## src/rtl/bram_rr_arbiter_if.sv

```systemverilog
// Requester-side handshake bundle plus the shared BRAM port of the
// round-robin arbiter. The arbiter takes the slave view; the requesters
// and the BRAM together take the master view.
interface bram_rr_arbiter_if #(
    parameter int NUM_REQ        = 4,
    parameter int RAM_DATA_WIDTH = 8,
    parameter int RAM_ADDR_WIDTH = 4
);
    logic [NUM_REQ-1:0]                req_valid;
    logic [NUM_REQ-1:0]                req_ready;
    logic [NUM_REQ-1:0]                req_wr;
    logic [NUM_REQ*RAM_ADDR_WIDTH-1:0] req_addr;
    logic [NUM_REQ*RAM_DATA_WIDTH-1:0] req_wdata;
    logic [NUM_REQ-1:0]                rsp_valid;
    logic [RAM_DATA_WIDTH-1:0]         rsp_data;
    logic                              ram_wr;
    logic [RAM_ADDR_WIDTH-1:0]         ram_addr;
    logic [RAM_DATA_WIDTH-1:0]         ram_data_in;
    logic [RAM_DATA_WIDTH-1:0]         ram_data_out;

    modport master (
        output req_valid, req_wr, req_addr, req_wdata, ram_data_out,
        input  req_ready, rsp_valid, rsp_data, ram_wr, ram_addr, ram_data_in
    );

    modport slave (
        input  req_valid, req_wr, req_addr, req_wdata, ram_data_out,
        output req_ready, rsp_valid, rsp_data, ram_wr, ram_addr, ram_data_in
    );
endinterface

```

## src/rtl/bram_rr_arbiter.sv

```systemverilog
// Round-robin arbiter serializing NUM_REQ requesters onto one BRAM port.
// One grant per cycle, registered command issue, and read data returned
// two cycles after the grant with a one-hot tag to the originator.
module bram_rr_arbiter #(
    parameter int NUM_REQ        = 4,
    parameter int RAM_DATA_WIDTH = 8,
    parameter int RAM_ADDR_WIDTH = 4
) (
    input  logic             clk,
    input  logic             rst,
    bram_rr_arbiter_if.slave bus
);
    localparam int TAG_W = (NUM_REQ > 1) ? $clog2(NUM_REQ) : 1;

    logic [TAG_W-1:0]          ptr;
    logic [TAG_W-1:0]          ptr_nxt;
    logic [TAG_W-1:0]          grant_idx;
    logic                      grant_vld;
    logic [2*NUM_REQ-1:0]      rot;
    logic [NUM_REQ-1:0]        ready_c;
    logic                      sel_wr;
    logic [RAM_ADDR_WIDTH-1:0] sel_addr;
    logic [RAM_DATA_WIDTH-1:0] sel_wdata;

    logic                      wr_p1;
    logic [RAM_ADDR_WIDTH-1:0] addr_p1;
    logic [RAM_DATA_WIDTH-1:0] wdata_p1;
    logic                      vld_p1;
    logic                      rd_p1;
    logic [TAG_W-1:0]          tag_p1;
    logic                      vld_p2;
    logic [TAG_W-1:0]          tag_p2;
    logic [NUM_REQ-1:0]        rsp_vld_c;

    // Rotating priority search: first valid requester at or after ptr wins.
    always_comb begin
        int cand;
        int nxt;
        grant_vld = 1'b0;
        grant_idx = '0;
        cand      = 0;
        nxt       = 0;
        rot       = {bus.req_valid, bus.req_valid} >> ptr;
        for (int i = 0; i < NUM_REQ; i++) begin
            if (!grant_vld && rot[i]) begin
                cand = int'(ptr) + i;
                if (cand >= NUM_REQ) begin
                    cand = cand - NUM_REQ;
                end
                grant_vld = 1'b1;
                grant_idx = TAG_W'(cand);
            end
        end
        // Nothing may be granted while reset holds the block idle.
        if (!rst) begin
            grant_vld = 1'b0;
        end
        nxt = int'(grant_idx) + 1;
        if (nxt >= NUM_REQ) begin
            nxt = 0;
        end
        ptr_nxt = TAG_W'(nxt);
    end

    // One-hot ready and mux of the winner's command fields.
    always_comb begin
        ready_c   = '0;
        sel_wr    = 1'b0;
        sel_addr  = '0;
        sel_wdata = '0;
        for (int i = 0; i < NUM_REQ; i++) begin
            if (grant_vld && grant_idx == TAG_W'(i)) begin
                ready_c[i] = 1'b1;
                sel_wr     = bus.req_wr[i];
                sel_addr   = bus.req_addr[i*RAM_ADDR_WIDTH +: RAM_ADDR_WIDTH];
                sel_wdata  = bus.req_wdata[i*RAM_DATA_WIDTH +: RAM_DATA_WIDTH];
            end
        end
    end

    // Pointer advance and issue stage; address/data hold when idle.
    always_ff @(posedge clk or negedge rst) begin
        if (!rst) begin
            ptr      <= '0;
            wr_p1    <= 1'b0;
            addr_p1  <= '0;
            wdata_p1 <= '0;
            vld_p1   <= 1'b0;
            rd_p1    <= 1'b0;
            tag_p1   <= '0;
        end else if (grant_vld) begin
            ptr      <= ptr_nxt;
            wr_p1    <= sel_wr;
            addr_p1  <= sel_addr;
            wdata_p1 <= sel_wdata;
            vld_p1   <= 1'b1;
            rd_p1    <= ~sel_wr;
            tag_p1   <= grant_idx;
        end else begin
            wr_p1  <= 1'b0;
            vld_p1 <= 1'b0;
        end
    end

    // Tag tracks the BRAM access cycle so it lines up with ram_data_out.
    always_ff @(posedge clk or negedge rst) begin
        if (!rst) begin
            vld_p2 <= 1'b0;
            tag_p2 <= '0;
        end else begin
            vld_p2 <= vld_p1 & rd_p1;
            tag_p2 <= tag_p1;
        end
    end

    // Decode the response tag into the one-hot read-data-valid.
    always_comb begin
        rsp_vld_c = '0;
        for (int i = 0; i < NUM_REQ; i++) begin
            if (vld_p2 && tag_p2 == TAG_W'(i)) begin
                rsp_vld_c[i] = 1'b1;
            end
        end
    end

    assign bus.req_ready   = ready_c;
    assign bus.rsp_valid   = rsp_vld_c;
    assign bus.rsp_data    = rst ? bus.ram_data_out : '0;
    assign bus.ram_wr      = wr_p1;
    assign bus.ram_addr    = addr_p1;
    assign bus.ram_data_in = wdata_p1;
endmodule

```

## src/flat_wrapper.sv

```systemverilog
// flat-port wrapper written by rule: the top's interface ports become plain ports
module bram_rr_arbiter_flat 
#(
    parameter int NUM_REQ        = 4,
    parameter int RAM_DATA_WIDTH = 8,
    parameter int RAM_ADDR_WIDTH = 4
)
  (clk, rst, bus_req_valid, bus_req_wr, bus_req_addr, bus_req_wdata, bus_ram_data_out, bus_req_ready, bus_rsp_valid, bus_rsp_data, bus_ram_wr, bus_ram_addr, bus_ram_data_in);
  bram_rr_arbiter_if #(.NUM_REQ(NUM_REQ), .RAM_DATA_WIDTH(RAM_DATA_WIDTH), .RAM_ADDR_WIDTH(RAM_ADDR_WIDTH)) bus_i ();
  input  logic clk;
  input  logic rst;
  input wire logic [$bits(bus_i.req_valid)-1:0] bus_req_valid;
  input wire logic [$bits(bus_i.req_wr)-1:0] bus_req_wr;
  input wire logic [$bits(bus_i.req_addr)-1:0] bus_req_addr;
  input wire logic [$bits(bus_i.req_wdata)-1:0] bus_req_wdata;
  input wire logic [$bits(bus_i.ram_data_out)-1:0] bus_ram_data_out;
  output wire logic [$bits(bus_i.req_ready)-1:0] bus_req_ready;
  output wire logic [$bits(bus_i.rsp_valid)-1:0] bus_rsp_valid;
  output wire logic [$bits(bus_i.rsp_data)-1:0] bus_rsp_data;
  output wire logic [$bits(bus_i.ram_wr)-1:0] bus_ram_wr;
  output wire logic [$bits(bus_i.ram_addr)-1:0] bus_ram_addr;
  output wire logic [$bits(bus_i.ram_data_in)-1:0] bus_ram_data_in;
  assign bus_i.req_valid = bus_req_valid;
  assign bus_i.req_wr = bus_req_wr;
  assign bus_i.req_addr = bus_req_addr;
  assign bus_i.req_wdata = bus_req_wdata;
  assign bus_i.ram_data_out = bus_ram_data_out;
  assign bus_req_ready = bus_i.req_ready;
  assign bus_rsp_valid = bus_i.rsp_valid;
  assign bus_rsp_data = bus_i.rsp_data;
  assign bus_ram_wr = bus_i.ram_wr;
  assign bus_ram_addr = bus_i.ram_addr;
  assign bus_ram_data_in = bus_i.ram_data_in;
  bram_rr_arbiter #(.NUM_REQ(NUM_REQ), .RAM_DATA_WIDTH(RAM_DATA_WIDTH), .RAM_ADDR_WIDTH(RAM_ADDR_WIDTH)) u_core (.clk(clk), .rst(rst), .bus(bus_i));
endmodule
```

## config.mk

```make
export PLATFORM = sky130hd
export DESIGN_NAME = bram_rr_arbiter_flat
export DESIGN_NICKNAME = d
export VERILOG_FILES = /design/src/rtl/bram_rr_arbiter_if.sv /design/src/rtl/bram_rr_arbiter.sv /design/src/flat_wrapper.sv
export SDC_FILE = /design/constraint.sdc
export NUM_CORES = 1
export LEC_CHECK = 0
export BUFFER_PORTS_ARGS = -buffer_cell sky130_fd_sc_hd__buf_4
export CAP_MARGIN = 20
export CORE_UTILIZATION = 39
export DETAILED_ROUTE_END_ITERATION = 7
export HOLD_SLACK_MARGIN = 0.15
export PLACE_DENSITY_LB_ADDON = 0.05
export RECOVER_POWER = 50
export SYNTH_ARGS = -nofsm -noshare
export SYNTH_HDL_FRONTEND = slang
export SYNTH_SLANG_ARGS = --single-unit
```

## constraint.sdc

```tcl
create_clock -name clk -period 2 [get_ports clk]
set_clock_uncertainty 0.05 [all_clocks]
set_input_delay 0.1 -clock clk [delete_from_list [all_inputs] [get_ports clk]]
set_output_delay 0.1 -clock clk [all_outputs]
set_load 0.05 [all_outputs]
```

==> impl_metrics.prom <==
# TYPE chip_impl_metric gauge
chip_impl_info{name="run_status",value="complete, but fails checks"} 1
chip_impl_info{name="failed_checks",value="setup timing"} 1
chip_impl_metric{name="die-height",unit="um"} 64.6
chip_impl_metric{name="period_needed",unit="ps"} 2190
chip_impl_info{name="synth.top_cells.by_area",value="dfrtp_1 (36%), a21oi_1 (12%), nand3b_1 (5.9%), and2_1 (5.3%), a221o_2 (4.4%)"} 1
chip_impl_info{name="critPathLaunch",value="u_core.ptr[1]$_DFFE_PN0P_"} 1
chip_impl_metric{name="clkLatencyLatePin",unit="ps"} 260
chip_impl_metric{name="placed_cells_incl_taps",unit=""} 322
chip_impl_metric{name="wirelength",unit="um"} 5410
chip_impl_info{name="timing.critical_path.from_type",value="flop"} 1
chip_impl_metric{name="initial_utilization",unit=""} 0.412
chip_impl_metric{name="coreArea",unit="um2"} 3720
chip_impl_metric{name="total_vias_in_the_final_route",unit=""} 1902
chip_impl_info{name="crit_type",value="flop to flop"} 1
chip_impl_info{name="worst_setup_path_end_kind",value="flop"} 1
chip_impl_metric{name="tritoncts_num_sinks",unit=""} 22
chip_impl_metric{name="synth.cell_area",unit="um2"} 1530
chip_impl_metric{name="vias_in_the_first_global_route",unit=""} 1768
chip_impl_metric{name="syn-instance-count",unit=""} 175
chip_impl_metric{name="yosys.cell_types.count",unit=""} 33
chip_impl_metric{name="synth-edff-count",unit=""} 0
chip_impl_metric{name="fin_hold_ws",unit="ps"} 145
chip_impl_info{name="ys_top_cells_by_count",value="a21oi_1 (37), dfrtp_1 (22), nor2_1 (14)"} 1
chip_impl_metric{name="ff2ff_path_depth",unit=""} 9
chip_impl_metric{name="drtAntennaViolNets",unit=""} 0
chip_impl_info{name="worstHoldPathType",value="input pin to flop"} 1
chip_impl_metric{name="die_area",unit="um2"} 4180
chip_impl_metric{name="fmax",unit="GHz"} 0.456
chip_impl_metric{name="top_level_ports",unit=""} 95
chip_impl_info{name="ys_dominant_reg_cell",value="dfrtp_1"} 1
chip_impl_metric{name="min_path_cells",unit=""} 4
chip_impl_metric{name="setup_total_negative_slack",unit="ps"} -2900
chip_impl_info{name="worst_r2r_startpoint",value="u_core.ptr[1]$_DFFE_PN0P_"} 1
chip_impl_metric{name="drcViolationCount",unit=""} 0
chip_impl_metric{name="drt-wirelength-per-cell",unit="um"} 14.9
chip_impl_metric{name="p_per_area",unit="nW/um2"} 1170
chip_impl_metric{name="clk_transition_reported_paths",unit="ps"} 90
chip_impl_metric{name="worstPathMaxFanout",unit=""} 5
chip_impl_metric{name="slew_headroom",unit=""} 0.561
chip_impl_metric{name="synth.avg_cell_area",unit="um2"} 8.74
chip_impl_metric{name="clockBufferDepth",unit=""} 2
chip_impl_metric{name="r2r_setup_slack",unit="ps"} -190
chip_impl_metric{name="postLayoutSetupSlackWorst",unit="ps"} -192
chip_impl_metric{name="hold_violations",unit=""} 0
chip_impl_metric{name="synthDominantCellAreaShare",unit=""} 0.360
chip_impl_metric{name="route.detailed.vias_per_inst",unit=""} 5.24
chip_impl_info{name="hold_end",value="u_core.bus.ram_data_in[4]$_DFFE_PN0P_"} 1
chip_impl_metric{name="vdd.ir_drop.worst",unit="mV"} 0.643
chip_impl_metric{name="grt.overflow.total",unit=""} 0
chip_impl_metric{name="nFillCells",unit=""} 253
chip_impl_metric{name="antenna_found_initial",unit=""} 0
chip_impl_metric{name="layout_cells_sized_above_1",unit=""} 0.543
chip_impl_metric{name="max-cap-violations",unit=""} 0
chip_impl_metric{name="synth.yosys.warnings",unit=""} 0
chip_impl_metric{name="place.gp.congestion",unit=""} 0.763
chip_impl_metric{name="cp.required",unit="ps"} 2150
chip_impl_metric{name="worst-endpoint-arrival",unit="ps"} 2340
chip_impl_metric{name="ys_seq_area_frac",unit=""} 0.360
chip_impl_metric{name="ys_seq_elements",unit=""} 22
chip_impl_metric{name="grt_first_pass_wirelength",unit="um"} 8050
chip_impl_metric{name="num_rows",unit=""} 22
chip_impl_info{name="yosys.cell_count.top_type",value="a21oi_1"} 1
chip_impl_metric{name="iteration_0_drc_markers",unit=""} 98
chip_impl_info{name="cts_root_buffer",value="clkbuf_8"} 1
chip_impl_metric{name="slew_at_the_pin_with_the_worst_max_slew_slack",unit="ps"} 658
chip_impl_metric{name="drtPass1Iterations",unit=""} 4
chip_impl_metric{name="antennaDiodeCount",unit=""} 0
chip_impl_metric{name="cellLeakagePower",unit="nW"} 1.41
chip_impl_metric{name="ys_async_sr_fraction",unit=""} 1.00
chip_impl_metric{name="finalCritPeriodShare",unit=""} 1.10
chip_impl_info{name="synth.largest_area_cell",value="dfrtp_1"} 1
chip_impl_metric{name="hpwl",unit="um"} 3210
chip_impl_metric{name="final_nets",unit=""} 386
chip_impl_metric{name="final_cells",unit=""} 363
chip_impl_metric{name="number_of_buffers_added_by_the_clock_tree_synthesis_step",unit=""} 3
chip_impl_metric{name="largest_net_degree_at_the_start_of_global_routing",unit=""} 31
chip_impl_metric{name="die_width",unit="um"} 64.6
chip_impl_info{name="rsz_0062_raised_after_global_routing",value="yes"} 1
chip_impl_metric{name="grt_use_total",unit=""} 0.248
chip_impl_metric{name="synthesis.nets",unit=""} 245
chip_impl_metric{name="max_slew_violation_count",unit=""} 0
chip_impl_info{name="clock_tree_from_tritoncts",value="done"} 1
chip_impl_info{name="worstReg2RegEnd",value="u_core.bus.ram_addr[0]$_DFFE_PN0P_"} 1
chip_impl_metric{name="timing.final.setup_violations",unit=""} 26
chip_impl_metric{name="clock_tree.htree_level_count",unit=""} 1
chip_impl_metric{name="placement.io_buffers",unit=""} 94
chip_impl_info{name="hold_path.startpoint",value="bus_req_wdata[20]"} 1
chip_impl_metric{name="flow.area_growth_from_synthesis",unit="%"} 92.1
per-layer routing:
layer / wire length (um) / share of wire / GRT usage / vias up
met1: 2170 / 0.40 / 0.296 / 905
met4: 33 / 0.0061 / 0.0583 / 0
met3: 441 / 0.082 / 0.0475 / 4
li1: - / - / - / 905
met2: 2760 / 0.51 / 0.454 / 88
met5: 0 / 0 / 0 / -
power breakdown:
group          total (mW)  internal, mW  leakage, nW  switching, mW
clock network       0.327         0.176       0.0288          0.152
registers           0.724         0.612        0.260          0.111
logic                2.40          1.09         1.13           1.31
total                3.45          1.88         1.41           1.57
area by class of cell:
cell class,instances,area (um2),area share
Timing Repair Buffer,149,1210,0.413
Multi-Input combinational cell,127,1010,0.344
Sequential cell,22,551,0.187
Tap cell,48,60.1,0.0204
Clock buffer,4,55.1,0.0187
Inverter,13,48.8,0.0166
worst max-delay path, stage by stage, from the launching register on:
cell	delay, ps
dfrtp_1	430
buf_6	150
nand2_4	80
o22ai_4	80
or3_4	400
ha_4	190
buf_4	150
nand3b_1	150
a221o_2	340
a21oi_2	110
state kept, by name, summed over array words and instances, names as in the netlist:
signal                  count
u_core.bus.ram_data_in      8
u_core.bus.ram_addr         4
u_core.ptr                  2
u_core.tag_p1               2
u_core.tag_p2               2
u_core.bus.ram_wr           1
u_core.rd_p1                1
u_core.vld_p1               1
u_core.vld_p2               1
logic make-up after synthesis:
family	count (synthesis)	share of synthesized area
AO/OA/AOI/OAI	60	0.261
multiplexers	1	0.00654
flip-flops	22	0.360
adder cells (fa/ha/maj)	4	0.0327
buffers and inverters	26	0.113
AND/OR/NAND/NOR	62	0.227
worst max-delay path by stage:
| stage | end | slack (ps) | cells past startpoint |
|---|---|---|---|
| CTS | bus_req_ready[0] | -200 | 7 |
| finish | u_core.bus.ram_addr[0]$_DFFE_PN0P_ | -190 | 9 |
| global route | u_core.bus.ram_data_in[5]$_DFFE_PN0P_ | -260 | 9 |
| global placement | u_core.bus.ram_addr[0]$_DFFE_PN0P_ | -180 | 7 |
| detailed placement | u_core.bus.ram_addr[1]$_DFFE_PN0P_ | -310 | 7 |
| floorplan | u_core.bus.ram_addr[0]$_DFFE_PN0P_ | -90 | 8 |
timing repair:
item	in CTS	in global routing
endpoints found under the setup margin	18	18
buffers inserted	17	3
hold endpoints to repair	35	2
gates resized for setup	30	25
cloned	0	0
hold buffers	16	2
pin swaps	9	10
per-stage QoR:
stage | power [mW] | cell area (um2) | utilization | setup slack [ps]
after floorplan | 2.00 | 1540 | - | -93.8
after global placement | 2.54 | 2340 | 0.629 | -177
after detailed placement | 2.55 | 2340 | 0.629 | -309
after CTS | 3.23 | 2810 | 0.755 | -201
after global routing | 3.64 | 2940 | 0.791 | -262
final | 3.45 | 2940 | 0.791 | -192
cells in the final DEF, fill, tap and decap left out, types with 3 or more instances in the layout:
| master | count |
|---|---|
| buf_4 | 114 |
| a21oi_1 | 27 |
| dfrtp_1 | 22 |
| dlygate4sd3_1 | 18 |
| nor2_1 | 14 |
| inv_1 | 13 |
| nand3b_1 | 12 |
| buf_6 | 10 |
| and2_1 | 9 |
| a21oi_2 | 9 |
| nand2_1 | 8 |
| a221o_2 | 6 |
| a221o_1 | 6 |
| and2_4 | 4 |
| ha_4 | 4 |
| clkbuf_8 | 4 |
| clkbuf_1 | 3 |
No activity file was read; power rests on OpenSTA's default activity.
